--- config.mk ---
export PLATFORM = sky130hd
export DESIGN_NAME = ysyx_220053_idu_pipe
export DESIGN_NICKNAME = d
export VERILOG_FILES = /design/src/rtl/ysyx_220053_pkg.sv /design/src/rtl/ysyx_220053_imm_gen.sv /design/src/rtl/ysyx_220053_idu_pipe.sv
export SDC_FILE = /design/constraint.sdc
export NUM_CORES = 1
export LEC_CHECK = 0
export ABC_AREA = 0
export BUFFER_PORTS_ARGS = -buffer_cell sky130_fd_sc_hd__buf_2
export CAP_MARGIN = 20
export CORE_MARGIN = 5
export CORE_UTILIZATION = 23
export DETAILED_ROUTE_END_ITERATION = 8
export SYNTH_ARGS = -nofsm -noshare
export SYNTH_HDL_FRONTEND = slang
export SYNTH_SLANG_ARGS = --single-unit
export TNS_END_PERCENT = 5
--- constraint.sdc ---
create_clock -name clk -period 7.7 [get_ports clk]
set_clock_uncertainty 0.1 [all_clocks]
set_input_delay 0 -clock clk [delete_from_list [all_inputs] [get_ports clk]]
set_output_delay 0 -clock clk [all_outputs]
set_load 0.05 [all_outputs]
--- src/rtl/ysyx_220053_pkg.sv ---
// Shared constants for the ysyx_220053 decode stage:
// opcodes, immediate format codes and FSM states.
package ysyx_220053_pkg;

  localparam logic [6:0] OP_LUI    = 7'b0110111;
  localparam logic [6:0] OP_AUIPC  = 7'b0010111;
  localparam logic [6:0] OP_JAL    = 7'b1101111;
  localparam logic [6:0] OP_JALR   = 7'b1100111;
  localparam logic [6:0] OP_BRANCH = 7'b1100011;
  localparam logic [6:0] OP_LOAD   = 7'b0000011;
  localparam logic [6:0] OP_STORE  = 7'b0100011;
  localparam logic [6:0] OP_IMM    = 7'b0010011;
  localparam logic [6:0] OP_IMM32  = 7'b0011011;
  localparam logic [6:0] OP_OP     = 7'b0110011;
  localparam logic [6:0] OP_OP32   = 7'b0111011;
  localparam logic [6:0] OP_SYSTEM = 7'b1110011;

  localparam logic [2:0] IMM_I    = 3'd0;
  localparam logic [2:0] IMM_S    = 3'd1;
  localparam logic [2:0] IMM_B    = 3'd2;
  localparam logic [2:0] IMM_U    = 3'd3;
  localparam logic [2:0] IMM_J    = 3'd4;
  localparam logic [2:0] IMM_NONE = 3'd7;

  localparam logic [31:0] EBREAK = 32'h0010_0073;

  localparam logic [0:0] ST_RUN  = 1'b0;
  localparam logic [0:0] ST_HALT = 1'b1;

endpackage

--- src/rtl/ysyx_220053_imm_gen.sv ---
// Immediate generator: sign-extends the selected
// RV64I immediate format to XLEN bits.
module ysyx_220053_imm_gen
  import ysyx_220053_pkg::*;
#(
  parameter int XLEN = 64
) (
  input  logic [31:7]     instr,
  input  logic [2:0]      ext_op,
  output logic [XLEN-1:0] imm
);

  logic s;
  assign s = instr[31];

  always_comb begin
    imm = '0;
    unique case (1'b1)
      ext_op == IMM_I:
        imm = {{(XLEN-12){s}}, instr[31:20]};
      ext_op == IMM_S:
        imm = {{(XLEN-12){s}}, instr[31:25],
               instr[11:7]};
      ext_op == IMM_B:
        imm = {{(XLEN-13){s}}, s, instr[7],
               instr[30:25], instr[11:8], 1'b0};
      ext_op == IMM_U:
        imm = {{(XLEN-32){s}}, instr[31:12],
               12'b0};
      ext_op == IMM_J:
        imm = {{(XLEN-21){s}}, s, instr[19:12],
               instr[20], instr[30:21], 1'b0};
      default:
        imm = '0;
    endcase
  end

endmodule

--- src/rtl/ysyx_220053_idu_pipe.sv ---
// Buffered RV64I decode stage: FIFO between IFU and EXU,
// combinational decode of the head, halt on ebreak.
module ysyx_220053_idu_pipe
  import ysyx_220053_pkg::*;
#(
  parameter int XLEN  = 64,
  parameter int DEPTH = 2
) (
  input  logic            clk,
  input  logic            rst,
  input  logic            in_valid,
  output logic            in_ready,
  input  logic [31:0]     instr_i,
  input  logic [XLEN-1:0] pc_i,
  input  logic            flush_i,
  output logic            out_valid,
  input  logic            out_ready,
  output logic [XLEN-1:0] pc_o,
  output logic [6:0]      op,
  output logic [4:0]      rd,
  output logic [4:0]      rs1,
  output logic [4:0]      rs2,
  output logic [2:0]      func3,
  output logic [6:0]      func7,
  output logic [XLEN-1:0] imm,
  output logic [2:0]      ext_op,
  output logic            wen,
  output logic            illegal,
  output logic            is_ebreak,
  output logic            trap_o,
  output logic            halted
);

  localparam int PW = (DEPTH > 1) ? $clog2(DEPTH) : 1;
  localparam int CW = PW + 1;
  localparam logic [CW-1:0] FULL_CNT = CW'(DEPTH);

  logic [31:0]     mem_instr [DEPTH];
  logic [XLEN-1:0] mem_pc    [DEPTH];
  logic [PW-1:0]   head;
  logic [PW-1:0]   tail;
  logic [CW-1:0]   count;
  logic [0:0]      state;

  logic run;
  logic full;
  logic empty;
  logic push;
  logic pop;
  logic [31:0] instr;

  assign run   = (state == ST_RUN);
  assign full  = (count == FULL_CNT);
  assign empty = (count == '0);

  assign in_ready  = !rst && run && !full && !flush_i;
  assign out_valid = run && !empty && !flush_i;
  assign halted    = (state == ST_HALT);

  assign push = in_valid && in_ready;
  assign pop  = out_valid && out_ready;

  assign instr = mem_instr[head];
  assign pc_o  = mem_pc[head];
  assign op    = instr[6:0];
  assign rd    = instr[11:7];
  assign func3 = instr[14:12];
  assign rs1   = instr[19:15];
  assign rs2   = instr[24:20];
  assign func7 = instr[31:25];

  // Format and write-enable per opcode; SYSTEM
  // legality depends on the immediate, resolved below.
  logic wen_op;
  logic known;
  logic sys;

  always_comb begin
    ext_op = IMM_NONE;
    wen_op = 1'b0;
    known  = 1'b1;
    sys    = 1'b0;
    unique case (1'b1)
      op == OP_LUI,
      op == OP_AUIPC: begin
        ext_op = IMM_U;
        wen_op = 1'b1;
      end
      op == OP_JAL: begin
        ext_op = IMM_J;
        wen_op = 1'b1;
      end
      op == OP_JALR,
      op == OP_LOAD,
      op == OP_IMM,
      op == OP_IMM32: begin
        ext_op = IMM_I;
        wen_op = 1'b1;
      end
      op == OP_STORE:
        ext_op = IMM_S;
      op == OP_BRANCH:
        ext_op = IMM_B;
      op == OP_OP,
      op == OP_OP32: begin
        ext_op = IMM_NONE;
        wen_op = 1'b1;
      end
      op == OP_SYSTEM: begin
        ext_op = IMM_I;
        sys    = 1'b1;
      end
      default:
        known = 1'b0;
    endcase
  end

  ysyx_220053_imm_gen #(
    .XLEN (XLEN)
  ) u_imm_gen (
    .instr  (instr[31:7]),
    .ext_op (ext_op),
    .imm    (imm)
  );

  logic ebreak_enc;
  assign ebreak_enc = sys && (func3 == 3'd0) &&
                      (imm == XLEN'(1));

  assign is_ebreak = ebreak_enc;
  assign illegal   = !known || (sys && !ebreak_enc);
  assign wen       = wen_op && known && (rd != 5'd0);

  always_ff @(posedge clk) begin
    if (push) begin
      mem_instr[tail] <= instr_i;
      mem_pc[tail]    <= pc_i;
    end
  end

  always_ff @(posedge clk or posedge rst) begin
    if (rst) begin
      state  <= ST_RUN;
      head   <= '0;
      tail   <= '0;
      count  <= '0;
      trap_o <= 1'b0;
    end else begin
      trap_o <= 1'b0;
      if (run) begin
        if (pop && is_ebreak) begin
          state  <= ST_HALT;
          head   <= '0;
          tail   <= '0;
          count  <= '0;
          trap_o <= 1'b1;
        end else if (flush_i) begin
          head  <= '0;
          tail  <= '0;
          count <= '0;
        end else begin
          if (push)
            tail <= tail + PW'(1);
          if (pop)
            head <= head + PW'(1);
          if (push && !pop)
            count <= count + CW'(1);
          else if (pop && !push)
            count <= count - CW'(1);
        end
      end
    end
  end

endmodule

==> impl_metrics.tcl, run 1 <==
set metrics [dict create \
    ys_warn_count 0 \
    final_net_count 947 \
    core.rowCount 69 \
    synthesis.area_per_instance_sq_um 16.52 \
    power_density_nw_per_um2 236.4 \
    cts_root_buffer "sky130_fd_sc_hd__clkbuf_16" \
    initialDrtViolationCount 183 \
    clk_pin_slew_ns 0.07 \
    fin_tns_setup_ns 0 \
    synth-async-reset-ratio 0.03030 \
    core_area_sq_um 35400 \
    timing.critical_path.to "illegal" \
    syn_inst 498 \
    synthesis.nets 600 \
    path_class "flop to primary output" \
    chipWidth_um 199.1 \
    worst_slew_pin_slew_ns 1.065 \
    drc_violations_left 0 \
    wl_um 21730 \
    synth-edff-count 192 \
    avgRoutedWirePerCell_um 16.46 \
    rr_endpoint "count[0]" \
    post-place-cells 1185 \
    port_buffers 270 \
    post_synth_main_area_contributors "sky130_fd_sc_hd__edfxtp_1, sky130_fd_sc_hd__mux2_2, sky130_fd_sc_hd__buf_4, sky130_fd_sc_hd__dfrtp_1, sky130_fd_sc_hd__mux2i_4" \
    clk_latency_ns 0.43 \
    synth_top_flop_cell "sky130_fd_sc_hd__edfxtp_1" \
    ioPinCount 271 \
    result_of_the_run "complete, no violations" \
    synth_largest_area_cell "sky130_fd_sc_hd__edfxtp_1" \
    route.antenna.remaining_nets 0 \
    r2r-start "head" \
    initial_antenna_violation_count 3 \
    synthToLayoutAreaGrowth_pct 39.67 \
    worst_slew_margin_rel 0.2902 \
    grt_overflow 0 \
    fin_crit_ns 4.760 \
    synth_commonest_cells "sky130_fd_sc_hd__edfxtp_1, sky130_fd_sc_hd__mux2_2, sky130_fd_sc_hd__buf_4" \
    routed-via-count 5436 \
    floorplan.die.height_um 199.1 \
    yosys.area.top_type_share 0.7009 \
    drive_gt1_frac 0.4779 \
    grt_setup_unrepaired "no" \
    routabilityCongestion 0.8002 \
    r2r_setup_slack_ns 3.26 \
    global_route.usage.total 0.1063 \
    critPathLaunch "head" \
    cellLeakagePower_nw 4.431 \
    place.detailed.hpwl_um 15330 \
    synth.distinct_cells 52 \
    slew_viol_final 0 \
    timing.critical_path.arrival_ns 4.66 \
    maximum_number_of_pins_on_one_net_before_global_route_repair 76 \
    cts_tree "built" \
    setup_violating_endpoint_count_in_the_final_report 0 \
    layout_worst_path_cycle_share 0.6182 \
    post_cts_buffers 0 \
    fp.dieArea_sq_um 39640 \
    detail_route.vias_per_cell 4.118 \
    total_power_mw 2.715 \
    hp-class "input port to flop" \
    worstPathRequired_ns 7.60 \
    nFillCells 3517 \
    grt_first_pass_wirelength_um 31850 \
    max_cap_viol_count 0 \
    r2r.worst_path.cells 10 \
    irDropWorstVdd_uv 177.6 \
    crit_path_end_kind "primary output" \
    final-instance-count-excl-fill 1320 \
    sequential_cell_area_fraction_in_the_yosys_report 0.7192 \
    timing.hold.ws_ns 0.1851 \
    firstDrtPassIters 4 \
    numCtsBuffers 17 \
    clock.fmax_ghz 0.2101 \
    synth.cell_area_sq_um 8225 \
    via_count_of_the_first_global_routing_pass 5487 \
    post-synth-top-count-cell "sky130_fd_sc_hd__edfxtp_1" \
    path_max_fanout 61 \
    cts.sink_count 198 \
    floorplan.initialDensity 0.2324 \
    h_tree_levels 4 \
    type_of_element_launching_the_critical_path "flop" \
    clockBufferDepth 2 \
    synth_seq_cells 198 \
    report.final.hold_viol_count 0 \
]
flip-flops by register name, indices dropped and copies added (netlist names):
name,count
mem_pc,128
mem_instr,64
count,2
halted,1
head,1
tail,1
trap_o,1
where the power goes:
part           total [mW]  switching [mW]  internal (mW)
Sequential           1.23          0.0254           1.21
Clock               0.875           0.393          0.481
Combinational       0.606           0.419          0.188
metal layers:
metal	GRT usage	up-vias	part of all wire	wire, um
met5	0	-	0	0
met2	0.1783	232	0.48	10450
li1	-	2549	-	-
met4	0.03698	0	0.019	423
met3	0.03119	21	0.076	1642
met1	0.1313	2634	0.42	9219
through the flow:
step | setup slack (ns) | util | cell area (sq um)
after detailed placement | 3.270 | 0.2791 | 9879
after floorplan | 0.8074 | - | 8228
after global placement | 3.330 | 0.2791 | 9879
after global routing | 2.601 | 0.3246 | 11490
final | 2.940 | 0.3246 | 11490
after CTS | 2.907 | 0.3245 | 11490
cells by family after synthesis:
group | share of synthesized area
DFF | 0.7192
muxes | 0.1343
buffers and inverters | 0.05157
and+or+nand+nor | 0.04016
AOI/OAI and AO/OA | 0.05218
xor gates and xnor gates | 0.001065
adders and majority gates | 0.001521
area by class of cell:
cell class                 count  area, sq um  share of cell area
inverter                      25        96.34            0.008386
sequential                   198         5919              0.5152
clock buffer                  24        524.3             0.04563
tap                          461        576.8             0.05021
clock inverter                 8        61.31            0.005337
timing repair buffer         377         2410              0.2098
antenna                        1        2.502           0.0002178
multi-input combinational    226         1898              0.1652
cell usage in the layout, fill, tap and decap left out, types with 2 or more instances in the layout:
| cell | synthesis | layout |
|---|---|---|
| sky130_fd_sc_hd__nor3_1 | 10 | 10 |
| sky130_fd_sc_hd__clkbuf_8 | 0 | 3 |
| sky130_fd_sc_hd__mux2i_1 | 8 | 8 |
| sky130_fd_sc_hd__o22a_1 | 2 | 2 |
| sky130_fd_sc_hd__and2_1 | 2 | 2 |
| sky130_fd_sc_hd__o22ai_1 | 2 | 2 |
| sky130_fd_sc_hd__mux2i_4 | 4 | 4 |
| sky130_fd_sc_hd__nand2_1 | 15 | 15 |
| sky130_fd_sc_hd__o21ai_0 | 17 | 17 |
| sky130_fd_sc_hd__clkbuf_1 | 3 | 2 |
| sky130_fd_sc_hd__a21oi_1 | 13 | 13 |
| sky130_fd_sc_hd__buf_4 | 34 | 5 |
| sky130_fd_sc_hd__o21ba_2 | 8 | 8 |
| sky130_fd_sc_hd__clkinv_4 | 0 | 4 |
| sky130_fd_sc_hd__a21o_1 | 2 | 2 |
| sky130_fd_sc_hd__nand3_1 | 12 | 12 |
| sky130_fd_sc_hd__edfxtp_1 | 192 | 192 |
| sky130_fd_sc_hd__inv_1 | 21 | 21 |
| sky130_fd_sc_hd__mux2_2 | 83 | 83 |
| sky130_fd_sc_hd__o211ai_1 | 3 | 3 |
| sky130_fd_sc_hd__inv_2 | 3 | 3 |
| sky130_fd_sc_hd__nor2_1 | 15 | 15 |
| sky130_fd_sc_hd__clkinv_2 | 0 | 2 |
| sky130_fd_sc_hd__dlygate4sd3_1 | 0 | 102 |
| sky130_fd_sc_hd__buf_2 | 7 | 270 |
| sky130_fd_sc_hd__nand4_1 | 2 | 2 |
| sky130_fd_sc_hd__nand2b_1 | 2 | 2 |
| sky130_fd_sc_hd__dfrtp_1 | 6 | 5 |
| sky130_fd_sc_hd__clkbuf_16 | 0 | 19 |
| sky130_fd_sc_hd__or3_1 | 2 | 2 |
worst max-delay path, stage by stage (launching register included):
cell	delay, ns
sky130_fd_sc_hd__dfrtp_4	0.88
sky130_fd_sc_hd__buf_4	0.80
sky130_fd_sc_hd__mux2i_4	0.42
sky130_fd_sc_hd__inv_2	0.13
sky130_fd_sc_hd__nor2_4	0.13
sky130_fd_sc_hd__nand3_1	0.32
sky130_fd_sc_hd__a2111o_1	0.48
sky130_fd_sc_hd__a211o_1	0.37
sky130_fd_sc_hd__nor2_1	0.23
sky130_fd_sc_hd__o211ai_1	0.11
sky130_fd_sc_hd__buf_2	0.22
how the worst min path moves through the flow:
stage,from,to,slack (ns),cells after the start
3_5_place_dp,rst,tail,-0.16,2
3_3_place_gp,rst,tail,-0.16,2
2_1_floorplan,rst,count[0],-0.31,1
4_1_cts,pc_i[32],mem_pc[0][32],0.15,2
5_1_grt,pc_i[38],mem_pc[1][38],0.16,2
6_report,pc_i[38],mem_pc[0][38],0.19,2
what timing repair did:
item / CTS / global route
hold buffers: 102 / 0
hold endpoints to repair: 203 / 0
resized for setup: 0 / 0
No activity file was read; power rests on OpenSTA's default activity.
==> inputs of run 2 (changes only) <==
==> constraint.sdc (replaced) <==
create_clock -name clk -period 4.69 [get_ports clk]
set_clock_uncertainty 0.1 [all_clocks]
set_input_delay 0 -clock clk [delete_from_list [all_inputs] [get_ports clk]]
set_output_delay 0 -clock clk [all_outputs]
set_load 0.05 [all_outputs]
==> impl_metrics.tcl, run 2 (synthesized netlist as in run 1, its figures left out) <==
set metrics [dict create \
    setup_violating_endpoint_count_in_the_final_report 0 \
    timing.hold.ws_ns 0.1839 \
    largest_reg_flops 128 \
    via_count_of_the_first_global_routing_pass 5607 \
    routed-via-count 5456 \
    max_cap_viol_count 0 \
    maximum_number_of_pins_on_one_net_before_global_route_repair 68 \
    grt_setup_unrepaired "no" \
    post-place-cells 1185 \
    r2r.worst_path.cells 8 \
    clk_latency_ns 0.44 \
    fp.dieArea_sq_um 39640 \
    layout_worst_path_cycle_share 0.8957 \
    core_area_sq_um 35400 \
    global_route.usage.total 0.1067 \
    clockBufferDepth 2 \
    chipWidth_um 199.1 \
    power_density_nw_per_um2 391.4 \
    hp-class "input port to flop" \
    result_of_the_run "complete, no violations" \
    grt_first_pass_wirelength_um 31730 \
    route.antenna.remaining_nets 0 \
    floorplan.die.height_um 199.1 \
    clk_pin_slew_ns 0.08 \
    drc_violations_left 0 \
    routabilityCongestion 0.8199 \
    initialDrtViolationCount 211 \
    power.switching_fraction 0.3059 \
    fin_crit_ns 4.201 \
    irDropWorstVdd_uv 280.9 \
    layout_setup_ws_ns 0.4889 \
    ioPinCount 271 \
    layout.cells.most_common "sky130_fd_sc_hd__buf_2" \
    detail_route.vias_per_cell 4.136 \
    cts.sink_count 198 \
    firstDrtPassIters 5 \
    wl_um 21500 \
    worst_slew_pin_slew_ns 1.058 \
    netSwitchingPower_mw 1.381 \
    internal_mw 3.132 \
    largestRegisters "mem_pc (128), mem_instr (64), count (2)" \
    port_buffers 270 \
    place.detailed.hpwl_um 14860 \
    worstPathRequired_ns 4.59 \
    whs_path_depth 2 \
    top_register "mem_pc" \
    path_class "flop to primary output" \
    place_worst_setup_slack_ns 0.8668 \
    combinationalPowerShare 0.221 \
    clock.fmax_ghz 0.2380 \
    cts_root_buffer "sky130_fd_sc_hd__clkbuf_16" \
    cts_tree "built" \
    final-instance-count-excl-fill 1319 \
    ctsResizeCount 0 \
    floorplan.initialDensity 0.2324 \
    holdBufCountCts 102 \
    cellLeakagePower_nw 4.438 \
    avgRoutedWirePerCell_um 16.30 \
    utilization 0.3258 \
    timing.critical_path.arrival_ns 4.10 \
    report.final.hold_viol_count 0 \
    p_seq_frac 0.449 \
    crit_path_end_kind "primary output" \
    synthToLayoutAreaGrowth_pct 40.19 \
    slew_viol_final 0 \
    initial_antenna_violation_count 2 \
    fin_tns_setup_ns 0 \
    h_tree_levels 4 \
    worst_slew_margin_rel 0.2944 \
    path_max_fanout 40 \
    grt_overflow 0 \
    final_net_count 947 \
    numCtsBuffers 17 \
    type_of_element_launching_the_critical_path "flop" \
    post_cts_buffers 0 \
    core.rowCount 69 \
    clockPowerShare 0.330 \
    drive_gt1_frac 0.4772 \
    mostFrequentLayoutCells "sky130_fd_sc_hd__buf_2, sky130_fd_sc_hd__edfxtp_1, sky130_fd_sc_hd__dlygate4sd3_1" \
]
==> run 2: changes by cell type in the layout (fill, tap and decap cells not counted), moves of 2 or more <==
cell	previous run	this run
sky130_fd_sc_hd__bufinv_16	0	3
sky130_fd_sc_hd__buf_4	5	2
sky130_fd_sc_hd__clkbuf_8	3	0
sky130_fd_sc_hd__buf_12	0	3
sky130_fd_sc_hd__clkbuf_16	19	17
sky130_fd_sc_hd__clkinv_4	4	2
==> run 2: layer usage <==
layer	global-route usage	wire length, um
met1	0.1267	8629
met2	0.1713	10130
met3	0.04097	2174
met4	0.04965	560
met5	0	7
==> run 2: layout make-up <==
cell class,instances,area [sq um]
inverter,25,96.34
fill,3529,23870
sequential,198,5919
tap,461,576.8
multi-input combinational,226,1904
clock buffer,19,432.9
timing repair buffer,377,2447
antenna,1,2.502
clock inverter,12,151.4
==> run 2: worst paths after layout <==
check	startpoint	endpoint	slack, ns
max in group asynchronous	rst	head	3.75
min reg2reg	count[1]	count[1]	0.47
min in group asynchronous	rst	halted	0.52
max reg2reg	head	count[0]	1.18
max	head	imm[18]	0.49
min	pc_i[32]	mem_pc[0][32]	0.18
==> run 2: power by group through the flow <==
stage               sequential, mW  clock (mW)  combinational (mW)
finish                        2.02        1.49               0.999
global route                  2.03        1.63                1.06
CTS                           2.03        1.56                1.01
detailed placement            2.07           0               0.941
global placement              2.06           0               0.936
floorplan                     2.04           0               0.742
==> run 2: per-stage QoR <==
step	power (mW)	area [sq um]
2_1_floorplan	2.779	8240
3_3_place_gp	2.999	9923
3_5_place_dp	3.006	9923
4_1_cts	4.597	11530
5_1_grt	4.713	11530
6_report	4.513	11530
==> run 2: worst max-delay path, stage by stage (launching register included) <==
cell                      delay (ns)
sky130_fd_sc_hd__dfrtp_4        0.85
sky130_fd_sc_hd__mux2i_1        0.41
sky130_fd_sc_hd__inv_1          0.19
sky130_fd_sc_hd__nand2_1        0.10
sky130_fd_sc_hd__a21oi_1        0.06
sky130_fd_sc_hd__o311a_1        0.61
sky130_fd_sc_hd__a21oi_1        0.93
sky130_fd_sc_hd__o21ba_2        0.26
sky130_fd_sc_hd__buf_2          0.22
==> inputs of run 3 (changes only) <==
--- a/config.mk
+++ b/config.mk
@@ -11,6 +11,7 @@
 export CORE_MARGIN = 5
 export CORE_UTILIZATION = 23
 export DETAILED_ROUTE_END_ITERATION = 8
+export GPL_TIMING_DRIVEN = 0
 export SYNTH_ARGS = -nofsm -noshare
 export SYNTH_HDL_FRONTEND = slang
 export SYNTH_SLANG_ARGS = --single-unit
==> impl_metrics.tcl, run 3 (synthesized netlist as in run 1, its figures left out) <==
set metrics [dict create \
    critical_path.max_stage_delay_ns 0.59 \
    grt_first_pass_wirelength_um 32800 \
    largestRegisters "mem_pc (128), mem_instr (64), count (2)" \
    fin_tns_setup_ns 0 \
    postPlaceCellArea_sq_um 10290 \
    fin_crit_ns 3.816 \
    timing.critical_path.arrival_ns 3.72 \
    port_buffers 270 \
    grt_setup_unrepaired "no" \
    detail_route.vias_per_cell 4.080 \
    drive_gt1_frac 0.4950 \
    clockBufferDepth 2 \
    layout.cells.most_common "sky130_fd_sc_hd__buf_2" \
    h_tree_levels 4 \
    via_count_of_the_first_global_routing_pass 5838 \
    top_register "mem_pc" \
    utilization 0.3362 \
    chipWidth_um 199.1 \
    floorplan.die.height_um 199.1 \
    avgRoutedWirePerCell_um 16.20 \
    critical-path-slowest-cell "sky130_fd_sc_hd__buf_1" \
    crit_path_end_kind "primary output" \
    path_buf_inv 7 \
    setup_violating_endpoint_count_in_the_final_report 0 \
    clock.fmax_ghz 0.2621 \
    numCtsBuffers 17 \
    clk_latency_ns 0.44 \
    irDropWorstVdd_uv 318.2 \
    place.detailed.hpwl_um 16010 \
    path_max_fanout 10 \
    wl_um 22210 \
    max_cap_viol_count 0 \
    synthToLayoutAreaGrowth_pct 44.66 \
    initialDrtViolationCount 209 \
    cp_common_cell "sky130_fd_sc_hd__buf_2" \
    global_route.usage.total 0.1092 \
    core_area_sq_um 35400 \
    route.antenna.remaining_nets 0 \
    grt_overflow 0 \
    place_worst_setup_slack_ns 0.8111 \
    firstDrtPassIters 4 \
    routed-via-count 5593 \
    worst_slew_margin_rel 0.3389 \
    report.final.hold_viol_count 0 \
    power_density_nw_per_um2 373.0 \
    timing.hold.ws_ns 0.1800 \
    clk_pin_slew_ns 0.07 \
    floorplan.initialDensity 0.2324 \
    path_class "flop to primary output" \
    hp-class "input port to flop" \
    core.rowCount 69 \
    result_of_the_run "complete, no violations" \
    cts_root_buffer "sky130_fd_sc_hd__clkbuf_16" \
    worst_slew_pin_slew_ns 0.9917 \
    type_of_element_launching_the_critical_path "flop" \
    largest_reg_flops 128 \
    cts_tree "built" \
    fp.dieArea_sq_um 39640 \
    worstPathRequired_ns 4.59 \
    crit_path_cell_trace "buf_6 -> buf_4 -> buf_2 -> buf_1 -> buf_1 -> buf_2 -> mux2_2 -> buf_2" \
    slew_viol_final 0 \
    final_net_count 998 \
    maximum_number_of_pins_on_one_net_before_global_route_repair 59 \
    ioPinCount 271 \
    initial_antenna_violation_count 2 \
    drc_violations_left 0 \
    mostFrequentLayoutCells "sky130_fd_sc_hd__buf_2, sky130_fd_sc_hd__edfxtp_1, sky130_fd_sc_hd__dlygate4sd3_1" \
    post_cts_buffers 0 \
    layout_worst_path_cycle_share 0.8136 \
    routabilityCongestion 0.7632 \
    post-route-cell-area_sq_um 11900 \
    category_of_cells_accounting_for_the_largest_share_of_critical_path_delay "buffers and inverters" \
    cellLeakagePower_nw 4.684 \
    ctsResizeCount 0 \
    layout_setup_ws_ns 0.8744 \
    cts.sink_count 198 \
]
-- run 3: changes by cell type in the layout (fill, tap and decap cells not counted), moves of 2 or more --
| cell | delta |
|---|---|
| sky130_fd_sc_hd__buf_4 | +32 |
| sky130_fd_sc_hd__clkinv_4 | +2 |
| sky130_fd_sc_hd__buf_16 | +4 |
| sky130_fd_sc_hd__buf_1 | +4 |
| sky130_fd_sc_hd__buf_2 | +7 |
| sky130_fd_sc_hd__bufinv_16 | -2 |
| sky130_fd_sc_hd__clkbuf_1 | +4 |
-- run 3: layout make-up --
class / count / area, sq um
plain buffers: 49 / 327.8
diodes: 1 / 2.502
inverters: 25 / 96.34
clock inverters: 12 / 106.4
flip-flops and latches: 198 / 5916
fillers: 3489 / 23500
multi-input cells: 226 / 1904
well taps: 461 / 576.8
clock buffers: 20 / 436.7
repair buffers: 379 / 2532
-- run 3: where the power goes --
part	internal, mW	leakage (nW)	total [mW]	switching, mW
sequential	1.98	1.82	2.00	0.0135
combinational	0.343	2.61	1.07	0.729
clock	0.731	0.259	1.37	0.637
-- run 3: layer usage --
| layer | global-route usage | vias up | wire, um |
|---|---|---|---|
| li1 | - | 2652 | - |
| met1 | 0.1251 | 2662 | 8867 |
| met2 | 0.1889 | 246 | 10910 |
| met3 | 0.03794 | 31 | 1992 |
| met4 | 0.04078 | 2 | 418 |
| met5 | 0 | - | 13 |
-- run 3: worst register-to-register path: cells and delay by family, from the launching register on --
family	cells	cell delay [ns]
AO/OA/AOI/OAI	4	1.24
AND/OR/NAND/NOR	2	0.20
multiplexers	1	0.41
buffers and inverters	4	1.33
flip-flops	1	0.35
-- run 3: metrics by stage --
stage                     power (mW)  instances
after floorplan                2.779        498
after global placement         3.038       1229
after detailed placement       3.051       1234
after CTS                      4.516       1369
after global routing           4.634       1371
final                          4.438       1371
-- run 3: repair_timing --
| item | 4_1_cts | 5_1_grt |
|---|---|---|
| setup endpoints to repair | 0 | 0 |
| hold buffers | 103 | 0 |
| endpoints found under the hold margin | 203 | 0 |
-- run 3: final timing paths --
| check | slack (ns) | startpoint | to | cells past startpoint |
|---|---|---|---|---|
| worst max register to register | 0.95 | head | tail | 11 |
| worst max-delay path | 0.87 | head | op[1] | 8 |
| min in group asynchronous | 0.52 | rst | trap_o | 4 |
| worst min register to register | 0.47 | count[1] | count[1] | 1 |
| worst min-delay path | 0.18 | pc_i[34] | mem_pc[1][34] | 2 |
| max in group asynchronous | 3.75 | rst | count[0] | 4 |
